<file path="config.mk">
export PLATFORM = sky130hd
export DESIGN_NAME = apb_wait_slave
export DESIGN_NICKNAME = d
export VERILOG_FILES = /design/src/rtl/apb_wait_slave_pkg.sv /design/src/rtl/apb_wait_counter.sv /design/src/rtl/apb_wait_slave.sv
export SDC_FILE = /design/constraint.sdc
export NUM_CORES = 1
export LEC_CHECK = 0
export ABC_AREA = 1
export CELL_PAD_IN_SITES_DETAIL_PLACEMENT = 0
export CELL_PAD_IN_SITES_GLOBAL_PLACEMENT = 1
export CORE_UTILIZATION = 30
export DETAILED_ROUTE_END_ITERATION = 12
export MAX_ROUTING_LAYER = met4
export PLACE_DENSITY = 0.62
export REMOVE_ABC_BUFFERS = 1
export SYNTH_ARGS = -nofsm -noshare
export SYNTH_HDL_FRONTEND = slang
export SYNTH_SLANG_ARGS = --single-unit
</file>
<file path="constraint.sdc">
create_clock -name PCLK -period 6.8 [get_ports PCLK]
set_clock_uncertainty 0.1 [all_clocks]
set_input_delay 1.36 -clock PCLK [delete_from_list [all_inputs] [get_ports PCLK]]
set_output_delay 1.36 -clock PCLK [all_outputs]
set_load 0.01 [all_outputs]
</file>
<file path="src/rtl/apb_wait_slave_pkg.sv">
// apb_wait_slave_pkg: shared state encoding, data width and address-legality check for apb_wait_slave
package apb_wait_slave_pkg;
  localparam int APB_DW = 32;
  typedef enum logic {ST_IDLE = 1'b0, ST_ACCESS = 1'b1} state_t;
  function automatic logic addr_legal(input logic [63:0] addr, input int depth);
    return addr[1:0] == 2'b00 && addr < 64'(depth) * 64'd4;
  endfunction
endpackage

</file>
<file path="src/rtl/apb_wait_counter.sv">
// apb_wait_counter: loadable down-counter with zero flag, stops at zero
module apb_wait_counter #(
  parameter int W = 4
) (
  input  logic         clk,
  input  logic         rst,
  input  logic         load,
  input  logic [W-1:0] load_val,
  input  logic         dec,
  output logic         zero
);
  logic [W-1:0] cnt;
  always_ff @(posedge clk) begin
    if (rst) cnt <= '0;
    else if (load) cnt <= load_val;
    else if (dec && cnt != '0) cnt <= cnt - 1'b1;
  end
  assign zero = cnt == '0;
endmodule

</file>
<file path="src/rtl/apb_wait_slave.sv">
// apb_wait_slave: APB3 completer with DEPTH x 32-bit registers, WAIT_CYCLES wait states and PSLVERR.
// Define APB_PSTRB_EN to add the PSTRB byte-strobe input.
module apb_wait_slave
  import apb_wait_slave_pkg::*;
#(
  parameter int DEPTH       = 16,
  parameter int WAIT_CYCLES = 2,
  parameter int ADDR_W      = 32
) (
  input  logic              PCLK,
  input  logic              PRESET,
  input  logic              PSEL,
  input  logic              PENABLE,
  input  logic              PWRITE,
  input  logic [ADDR_W-1:0] PADDR,
  input  logic [APB_DW-1:0] PWDATA,
`ifdef APB_PSTRB_EN
  input  logic [3:0]        PSTRB,
`endif
  output logic [APB_DW-1:0] PRDATA,
  output logic              PREADY,
  output logic              PSLVERR
);
  localparam int IW = $clog2(DEPTH);
  state_t state, state_nx;
  logic [APB_DW-1:0] regs [DEPTH];
  logic [APB_DW-1:0] wval;
  logic [IW-1:0] idx;
  logic legal, load, zero;
  assign idx   = PADDR[IW+1:2];
  assign legal = addr_legal(64'(PADDR), DEPTH);
  assign load  = state == ST_IDLE && PSEL && !PENABLE;
  apb_wait_counter #(.W(4)) u_cnt (
    .clk(PCLK),
    .rst(PRESET),
    .load(load),
    .load_val(4'(WAIT_CYCLES)),
    .dec(state == ST_ACCESS && PSEL && PENABLE),
    .zero(zero)
  );
  always_ff @(posedge PCLK) begin
    if (PRESET) state <= ST_IDLE;
    else state <= state_nx;
  end
  always_comb begin
    PREADY   = state == ST_ACCESS && PSEL && PENABLE && zero;
    state_nx = (state == ST_IDLE) ? (load ? ST_ACCESS : ST_IDLE)
                                  : ((!PSEL || PREADY) ? ST_IDLE : ST_ACCESS);
    PSLVERR  = PREADY && !legal;
    PRDATA   = (PREADY && !PWRITE && legal) ? regs[idx] : '0;
  end
  always_comb begin
    wval = PWDATA;
`ifdef APB_PSTRB_EN
    for (int i = 0; i < 4; i++) wval[8*i+:8] = PSTRB[i] ? PWDATA[8*i+:8] : regs[idx][8*i+:8];
`endif
  end
  // legality is taken from the completing cycle's address, not the setup one
  always_ff @(posedge PCLK) begin
    if (PRESET) for (int i = 0; i < DEPTH; i++) regs[i] <= '0;
    else if (PREADY && PWRITE && legal) regs[idx] <= wval;
  end
endmodule

</file>
After elaboration in Yosys (flattened, before gate mapping) --
Memory sizes are Yosys's and may differ from the RTL's. Index checks and enable logic that the tools add are counted.
Operators by class: add/sub/neg operators 1, bitwise gates (word level) 1, reductions and logical operators 23, mux-type cells 14, $lt $le $gt $ge 1
Operators by type and width (number):
- two-way mux 32 bit | 2
- less-than comparator 32 x 7 -> 1 bit, second input constant | 1
- OR reduction 32 bit | 1
- logical AND 1 bit | 12
- two-way mux 1 bit | 9
- logical NOT 1 bit | 4
- logical NOT 4 bit | 1
- two-way mux 2 bit | 2
- two-way mux 4 bit | 1
- nonzero test 4 bit | 1
- subtractor 4 x 1 -> 4 bit, second input constant | 1
- logical NOT 2 bit | 1
- nonzero test 2 bit | 1
- OR reduction 2 bit | 1
- logical OR 1 bit | 1
- inverter 1 bit | 1
Word-level totals: bits in registers 5, memories kept 1, word-level logic and storage cells 44, memory bits (writable) 512
Memory list:
- regs | words 16, bits a word 32, read ports 1, clocked after Yosys merged registers in 0, write ports 16, RTL line apb_wait_slave.sv:26 | logic [APB_DW-1:0] regs [DEPTH];

Depth between registers and ports, before layout --
Gate-level depths: netlist of run 1.
depth in word-level cells 10, gate-level depth with buffers 13, depth with buffers taken out 10

Hierarchy --
A second synthesis of run 1 with hierarchy kept.
Second synthesis, totals: cells, all modules 3348, area, all modules 26769.4 um^2
Modules (own cells, without submodules):
- apb_wait_slave | times used 1, area an instance 26495.4 um^2, sequential area each 15394.8 um^2, cells an instance 3307
- apb_wait_counter | times used 1, area an instance 274.0 um^2, sequential area each 80.1 um^2, cells an instance 41

Least setup slack after synthesis of run 1 --
No wires, ideal clock.
path kind input-to-output, start point input PADDR[10], end point output PRDATA[10], stages on the path 9, required time 5.340 ns, path buffers 2, setup slack 2.795 ns, arrival time 2.545 ns, cells stage by stage nor2_1 > nand2_1 > nor2_1 > nand2_1 > nor2_4 > buf_8 > nand2_4 > buf_2 > nor2_1
On the way: longest elaborated chain between the ends 4
Ends and longest elaborated chain:
- from (decl) | RTL line apb_wait_slave.sv:15 | input logic [ADDR_W-1:0] PADDR,
- less-than comparator 32 x 7 -> 1 bit | RTL line apb_wait_slave_pkg.sv:6 | return addr[1:0] == 2'b00 && addr < 64'(depth) * 64'd4;
- logical AND 1 bit | RTL line apb_wait_slave_pkg.sv:6
- logical AND 1 bit | RTL line apb_wait_slave.sv:50 | PRDATA = (PREADY && !PWRITE && legal) ? regs[idx] : '0;
- two-way mux 32 bit | RTL line apb_wait_slave.sv:50
- to (decl) | RTL line apb_wait_slave.sv:20 | output logic [APB_DW-1:0] PRDATA,
Every way passes these cells.

Worst setup path in the final report of run 1 --
start point input PADDR[4], end point output PRDATA[14]
On the way: longest elaborated chain between the ends 4, elaborated cells between the ends (all ways) 5, those cells by class order compare: 1; mux: 1; reduce/logical: 2; memory: 1
Ends and longest elaborated chain (RTL line):
- less-than comparator 32 x 7 -> 1 bit | apb_wait_slave_pkg.sv:6
- logical AND 1 bit | apb_wait_slave_pkg.sv:6
- logical AND 1 bit | apb_wait_slave.sv:50
- two-way mux 32 bit (*) | apb_wait_slave.sv:50
Every way passes the cells marked *; elsewhere a longest branch is shown, timed or not.

==> results of run 1 <==
state kept, by name (all words and copies together), names as in the netlist:
name,count
regs,512
u_cnt.cnt,4
state,1
area by class of cell:
class	count	area (sq um)	share of cell area (%)
inverters	607	2290	7.52
flip-flops and latches	517	15500	50.9
clock buffers	87	1650	5.44
multi-input cells	2027	7940	26.1
repair buffers	145	1410	4.64
clock inverters	25	195	0.642
diodes	1	2.50	0.00823
well taps	1155	1450	4.75
power groups by stage:
| stage | clock network [uW] | logic [uW] | registers (uW) |
|---|---|---|---|
| floorplan | 0 | 381 | 3680 |
| global placement | 0 | 664 | 3690 |
| detailed placement | 0 | 662 | 3690 |
| CTS | 3190 | 665 | 3620 |
| global route | 3310 | 735 | 3630 |
| finish | 3120 | 648 | 3620 |
worst max-delay path, stage by stage:
cell and delay, ns:
clkdlybuf4s50_1 0.55, inv_1 0.11, nor2_4 0.69, buf_4 0.39, nand2_1 0.08, nand2_1 0.06, inv_1 0.03, nand2_1 0.13
nor2_1 0.06, clkdlybuf4s50_1 0.51
stage by stage:
step | util [%] | cell area (sq um) | total power (uW)
4_1_cts | 34.8 | 30400 | 7470
6_report | 34.8 | 30400 | 7390
2_1_floorplan | - | 25600 | 4060
3_3_place_gp | 32.7 | 28600 | 4350
3_5_place_dp | 32.7 | 28600 | 4350
5_1_grt | 34.8 | 30400 | 7670
placed cells by master, fill, tap and decap left out, types with 2 or more instances in the layout:
master and count:
o21ai_0 2, nand2_2 16, clkinv_2 6, nand3_1 11
clkbuf_1 23, clkinv_1 14, dfxtp_1 5, ha_1 2
nor2_4 4, inv_1 600, a21oi_1 4, buf_12 5
edfxtp_1 512, clkbuf_8 3, buf_4 38, nand2_1 1383
clkbuf_16 61, clkdlybuf4s50_1 100, nor2_2 11, nand3_2 6
inv_6 2, nand3_4 10, bufinv_16 3, nor2_1 572
inv_2 4
per-layer routing:
layer	GRT usage, %	vias to the layer above	wire, microns
met4	4.18	0	1710
met3	2.46	95	3690
met1	25.2	9217	38500
li1	-	9898	-
met2	29.8	412	37400
met5	-	-	0
synthesized netlist by cell type:
cell type	number	area share, %
dfxtp_1	5	0.38
o21ai_0	2	0.038
nor2_1	574	8.1
nor2_2	11	0.26
buf_12	1	0.075
clkinv_1	2	0.028
buf_8	1	0.056
nor4_1	1	0.024
buf_6	30	1.3
nand3_1	17	0.32
ha_1	2	0.094
nor2_4	2	0.085
nand2_1	1399	20
inv_1	603	8.5
clkbuf_1	105	1.5
xor2_1	1	0.033
nand3b_1	1	0.028
nand2_4	1	0.042
and2_1	1	0.024
a21oi_1	4	0.075
buf_2	35	0.66
nand3_4	10	0.66
buf_1	12	0.17
nand4_1	1	0.024
edfxtp_1	512	58
inv_2	2	0.028
path summary, 6_finish.rpt:
check                                  start           end  slack [ns]  cells past startpoint
worst max-delay path                PADDR[4]    PRDATA[14]        1.36                     10
worst max register to register  u_cnt.cnt[0]    regs[7][0]        2.82                      9
worst min-delay path            u_cnt.cnt[3]  u_cnt.cnt[3]        0.36                      2
worst min register to register  u_cnt.cnt[3]  u_cnt.cnt[3]        0.36                      2
cells by family (layout without fill, tap and decap cells):
logic type	after synthesis	in the layout	share of synthesized area (%)
buffers and inverters	791	864	12.3
other	0	1	0
AND/OR/NAND/NOR	2018	2018	29.3
adder cells (fa/ha/maj)	2	2	0.0941
AO/OA/AOI/OAI	6	6	0.113
XOR/XNOR	1	1	0.0329
flip-flops	517	517	58.2
==> results.py, run 1 <==
metrics = {
    "power": {
        "power_frac_seq_pct": 49.0,
        "swShare_pct": 24.8,
        "p_per_area_mw_per_mm2": 243,
        "power.switching_uw": 1830,
        "clkPwrFrac_pct": 42.2,
        "p_leak_uw": 0.0146,
        "internal_power_uw": 5560,
        "ir_drop_v": 0.000191,
        "p_comb_share_pct": 8.8,
    },
    "worst_setup_path": {
        "startpoint_type": "primary input",
        "cp.required_ns": 5.34,
        "end_kind": "output pin",
        "crit_type": "in2out",
        "arrival_ns": 3.98,
        "cp_max_fo": 21,
    },
    "routing": {
        "ant_nets": 0,
        "drc_errors": 0,
        "routed_via_density": 4.30,
        "detail_route.wirelength_mm": 81.3,
        "first_pass_iters": 7,
        "wl_per_cell_microns": 17.8,
        "dr_total_vias": 19622,
        "drt_iter0_drc": 1393,
    },
    "sta": {
        "relSlewSlack_pct": 19.4,
        "finalHoldViolations": 0,
        "worst_slack_ns": 1.36,
        "fmax_mhz": 184,
        "slew_violations": 0,
        "rsz0062_at_grt": "no",
        "min_period_ns": 5.44,
        "fin_setup_tns_ns": 0,
        "hold_slack_ns": 0.362,
        "tightest_slew_ns": 1.20,
        "post-route-period-util_pct": 80.0,
        "setup_viol": 0,
    },
    "placed_design": {
        "dpl.hpwl_mm": 44.1,
        "place.gp.congestion": 0.735,
        "place_ws_ns": 1.29,
        "dp_cells": 4451,
        "port-buffer-count": 102,
    },
    "final_layout": {
        "syn_to_final_growth_pct": 14.4,
        "drive_above_1_share_pct": 5.13,
        "final_net_count": 3429,
        "fillerInstances": 9259,
        "post_layout_nonfiller_instances": 4564,
    },
    "clock_network": {
        "cts.repair.resized": 0,
        "holdBufCountCts": 0,
        "cts.sinks": 517,
        "clk_pin_slew_ns": 0.06,
        "clockBufferDepth": 3,
        "cts_buffers": 60,
        "cts_setup_buffers": 0,
        "root_buffer": "clkbuf_16",
        "clock_latency_ns": 0.63,
        "tritoncts": "done",
        "htreeDepth": 2,
    },
    "global_routing": {
        "grt_max_degree": 139,
        "grt_pass1_wl_mm": 121,
        "antenna_found_initial": 0,
        "grt_overflow": 0,
        "gr-usage-all-layers_pct": 18.7,
        "grt_pass1_vias": 18841,
    },
    "floorplan": {
        "io_pins": 103,
        "die_w_microns": 300,
        "die_area_sq_mm": 0.0899,
        "core_area_sq_mm": 0.0873,
        "initial_core_util_pct": 30.5,
        "die_y_microns": 300,
        "rows": 108,
    },
    "logic_synthesis": {
        "syn_inst": 3335,
        "yosys_warnings": 0,
        "ys_ff_latch": 517,
        "netlist_area_sq_mm": 0.0266,
        "syn_avg_cell_area_sq_um": 7.98,
        "seq_area_frac_synth_pct": 58.2,
        "ys_types": 26,
    },
    "run_status": {
        "run_status": "completed",
    },
    "run": {
        "maxCapViolations": 0,
    },
    "hold_path": {
        "min_path_type": "reg2reg",
    },
}
No activity file was read; power rests on OpenSTA's default activity.
==> run 2: changes to the inputs <==
--- a/config.mk
+++ b/config.mk
@@ -11,7 +11,7 @@
 export CORE_UTILIZATION = 30
 export DETAILED_ROUTE_END_ITERATION = 12
 export MAX_ROUTING_LAYER = met4
-export PLACE_DENSITY = 0.62
+export PLACE_DENSITY = 0.64
 export REMOVE_ABC_BUFFERS = 1
 export SYNTH_ARGS = -nofsm -noshare
 export SYNTH_HDL_FRONTEND = slang
==> constraint.sdc (replaced) <==
create_clock -name PCLK -period 4.6 [get_ports PCLK]
set_clock_uncertainty 0.1 [all_clocks]
set_input_delay 0.92 -clock PCLK [delete_from_list [all_inputs] [get_ports PCLK]]
set_output_delay 0.92 -clock PCLK [all_outputs]
set_load 0.01 [all_outputs]
==> results.py, run 2 (synthesis gave the netlist of run 1 again) <==
metrics = {
    "run_status": {
        "run_status": "completed",
    },
    "final_layout": {
        "post_layout_nonfiller_instances": 4587,
        "final_cell_mix": "nand2_1 (1383), inv_1 (600), nor2_1 (572), edfxtp_1 (512), clkdlybuf4s50_1 (100)",
        "final_net_count": 3457,
        "largest_register_ffs": 512,
        "largest_register": "regs",
        "antennaDiodeCount": 0,
        "drive_above_1_share_pct": 5.91,
        "syn_to_final_growth_pct": 15.5,
        "postLayoutCoreUtil_pct": 35.2,
        "final_common_cell": "nand2_1",
        "regArea_sq_mm": 0.0155,
        "multiInputGateArea_sq_mm": 0.00794,
        "largestRegisters": "regs (512), u_cnt.cnt (4), state (1)",
        "fillerInstances": 9150,
    },
    "global_routing": {
        "busiest_layer": "met2",
        "grt_overflow": 0,
        "grt_pass1_vias": 18759,
        "grt_max_degree": 113,
        "use_met1_pct": 24.9,
        "use_met2_pct": 29.0,
        "grt_pass1_wl_mm": 119,
        "use_met3_pct": 2.25,
        "antenna_found_initial": 0,
        "gr-usage-all-layers_pct": 18.3,
    },
    "worst_setup_path": {
        "ff2ff_path_depth": 10,
        "arrival_ns": 3.20,
        "crit_path_max_incr_delay_ns": 0.56,
        "startpoint_type": "primary input",
        "cpMostUsedCell": "nand2_1",
        "slowest_stage": "clkdlybuf4s50_1",
        "path_delay_family": "buffers and inverters",
        "timing.critical_path.buf_inv": 6,
        "crit_chain": "clkdlybuf4s50_1, inv_1, nand2_1, inv_2, buf_12, nand2_1, nand2_1, inv_1, nand2_1, nor2_1, clkdlybuf4s50_1",
        "cp.required_ns": 3.58,
        "r2r_start": "u_cnt.cnt[0]",
        "crit_type": "in2out",
        "r2r_end": "regs[10][28]",
        "end_kind": "output pin",
        "r2r_slack_ns": 1.86,
        "cp_max_fo": 20,
    },
    "clock_network": {
        "cts.repair.resized": 0,
        "clk_pin_slew_ns": 0.06,
        "cts_setup_buffers": 0,
        "clockBufferDepth": 3,
        "cts_buffers": 58,
        "cts.sinks": 517,
        "root_buffer": "clkbuf_16",
        "holdBufCountCts": 0,
        "htreeDepth": 2,
        "tritoncts": "done",
        "clock_latency_ns": 0.63,
    },
    "floorplan": {
        "core_area_sq_mm": 0.0873,
        "initial_core_util_pct": 30.5,
        "die_y_microns": 300,
        "die_w_microns": 300,
        "die_area_sq_mm": 0.0899,
        "io_pins": 103,
        "rows": 108,
    },
    "power": {
        "internal_power_uw": 8030,
        "swShare_pct": 24.9,
        "power.switching_uw": 2660,
        "power_frac_seq_pct": 50.0,
        "clkPwrFrac_pct": 40.9,
        "p_per_area_mw_per_mm2": 348,
        "p_leak_uw": 0.0148,
        "ir_drop_v": 0.000267,
        "p_comb_share_pct": 9.1,
    },
    "hold_path": {
        "hold_depth": 2,
        "min_to": "u_cnt.cnt[0]",
        "min_path_type": "reg2reg",
        "hold_start": "u_cnt.cnt[0]",
    },
    "sta": {
        "relSlewSlack_pct": 53.5,
        "fmax_mhz": 237,
        "hold_slack_ns": 0.371,
        "finalHoldViolations": 0,
        "worst_slack_ns": 0.376,
        "tightest_slew_ns": 0.698,
        "rsz0062_at_grt": "no",
        "min_period_ns": 4.22,
        "slew_violations": 0,
        "fin_setup_tns_ns": 0,
        "setup_viol": 0,
        "post-route-period-util_pct": 91.8,
    },
    "routing": {
        "dr_total_vias": 19570,
        "wl_per_cell_microns": 17.2,
        "drt_iter0_drc": 1294,
        "routed_via_density": 4.27,
        "first_pass_iters": 5,
        "detail_route.wirelength_mm": 79.0,
        "drc_errors": 0,
        "ant_nets": 0,
    },
    "placed_design": {
        "port-buffer-count": 102,
        "dpl.hpwl_mm": 43.9,
        "place_ws_ns": 0.260,
        "place.gp.congestion": 0.748,
        "dp_cells": 4481,
    },
    "run": {
        "maxCapViolations": 0,
    },
}
-- run 2: worst register-to-register path, stage by stage, from the launching register on --
cell and delay [ns]:
dfxtp_1 0.31, inv_1 0.11, ha_1 0.16, nand3_1 0.11
nor2_2 0.17, inv_2 0.08, nor2_4 0.43, buf_4 0.33
nand3_4 0.09, nand2_2 0.10, buf_4 0.38
-- run 2: cell type report --
type,count,share of cell area (%)
clock buffers,75,4.93
clock inverters,31,0.749
inverters,607,7.45
multi-input cells,2027,25.9
flip-flops and latches,517,50.4
well taps,1155,4.70
repair buffers,175,5.94
-- run 2: through the flow --
stage	cell area [sq um]	total power (uW)
global placement	29000	6440
finish	30700	10700
floorplan	25600	6010
global route	30700	11100
CTS	30700	10800
detailed placement	29000	6440
-- run 2: how the worst max path moves through the flow --
stage | start | to | slack [ns] | cells past startpoint
global route | PSEL | PRDATA[13] | 0.14 | 8
floorplan | PADDR[2] | regs[4][0] | -2.88 | 5
CTS | PSEL | PRDATA[13] | 0.24 | 8
finish | PADDR[4] | PRDATA[2] | 0.38 | 11
detailed placement | PSEL | PRDATA[13] | 0.26 | 8
global placement | PSEL | PRDATA[13] | 0.29 | 8
-- run 2: metal layers --
| layer | vias up | share of wire (%) |
|---|---|---|
| met3 | 99 | 4.6 |
| met5 | - | 0 |
| met1 | 9103 | 48 |
| met4 | 0 | 2.2 |
| li1 | 9950 | - |
| met2 | 418 | 46 |
-- run 2: power groups by stage --
stage               logic, uW  clock network (uW)  registers (uW)
floorplan                 563                   0            5450
global placement          997                   0            5440
detailed placement        995                   0            5450
CTS                       999                4470            5350
global route             1110                4640            5360
finish                    973                4370            5350
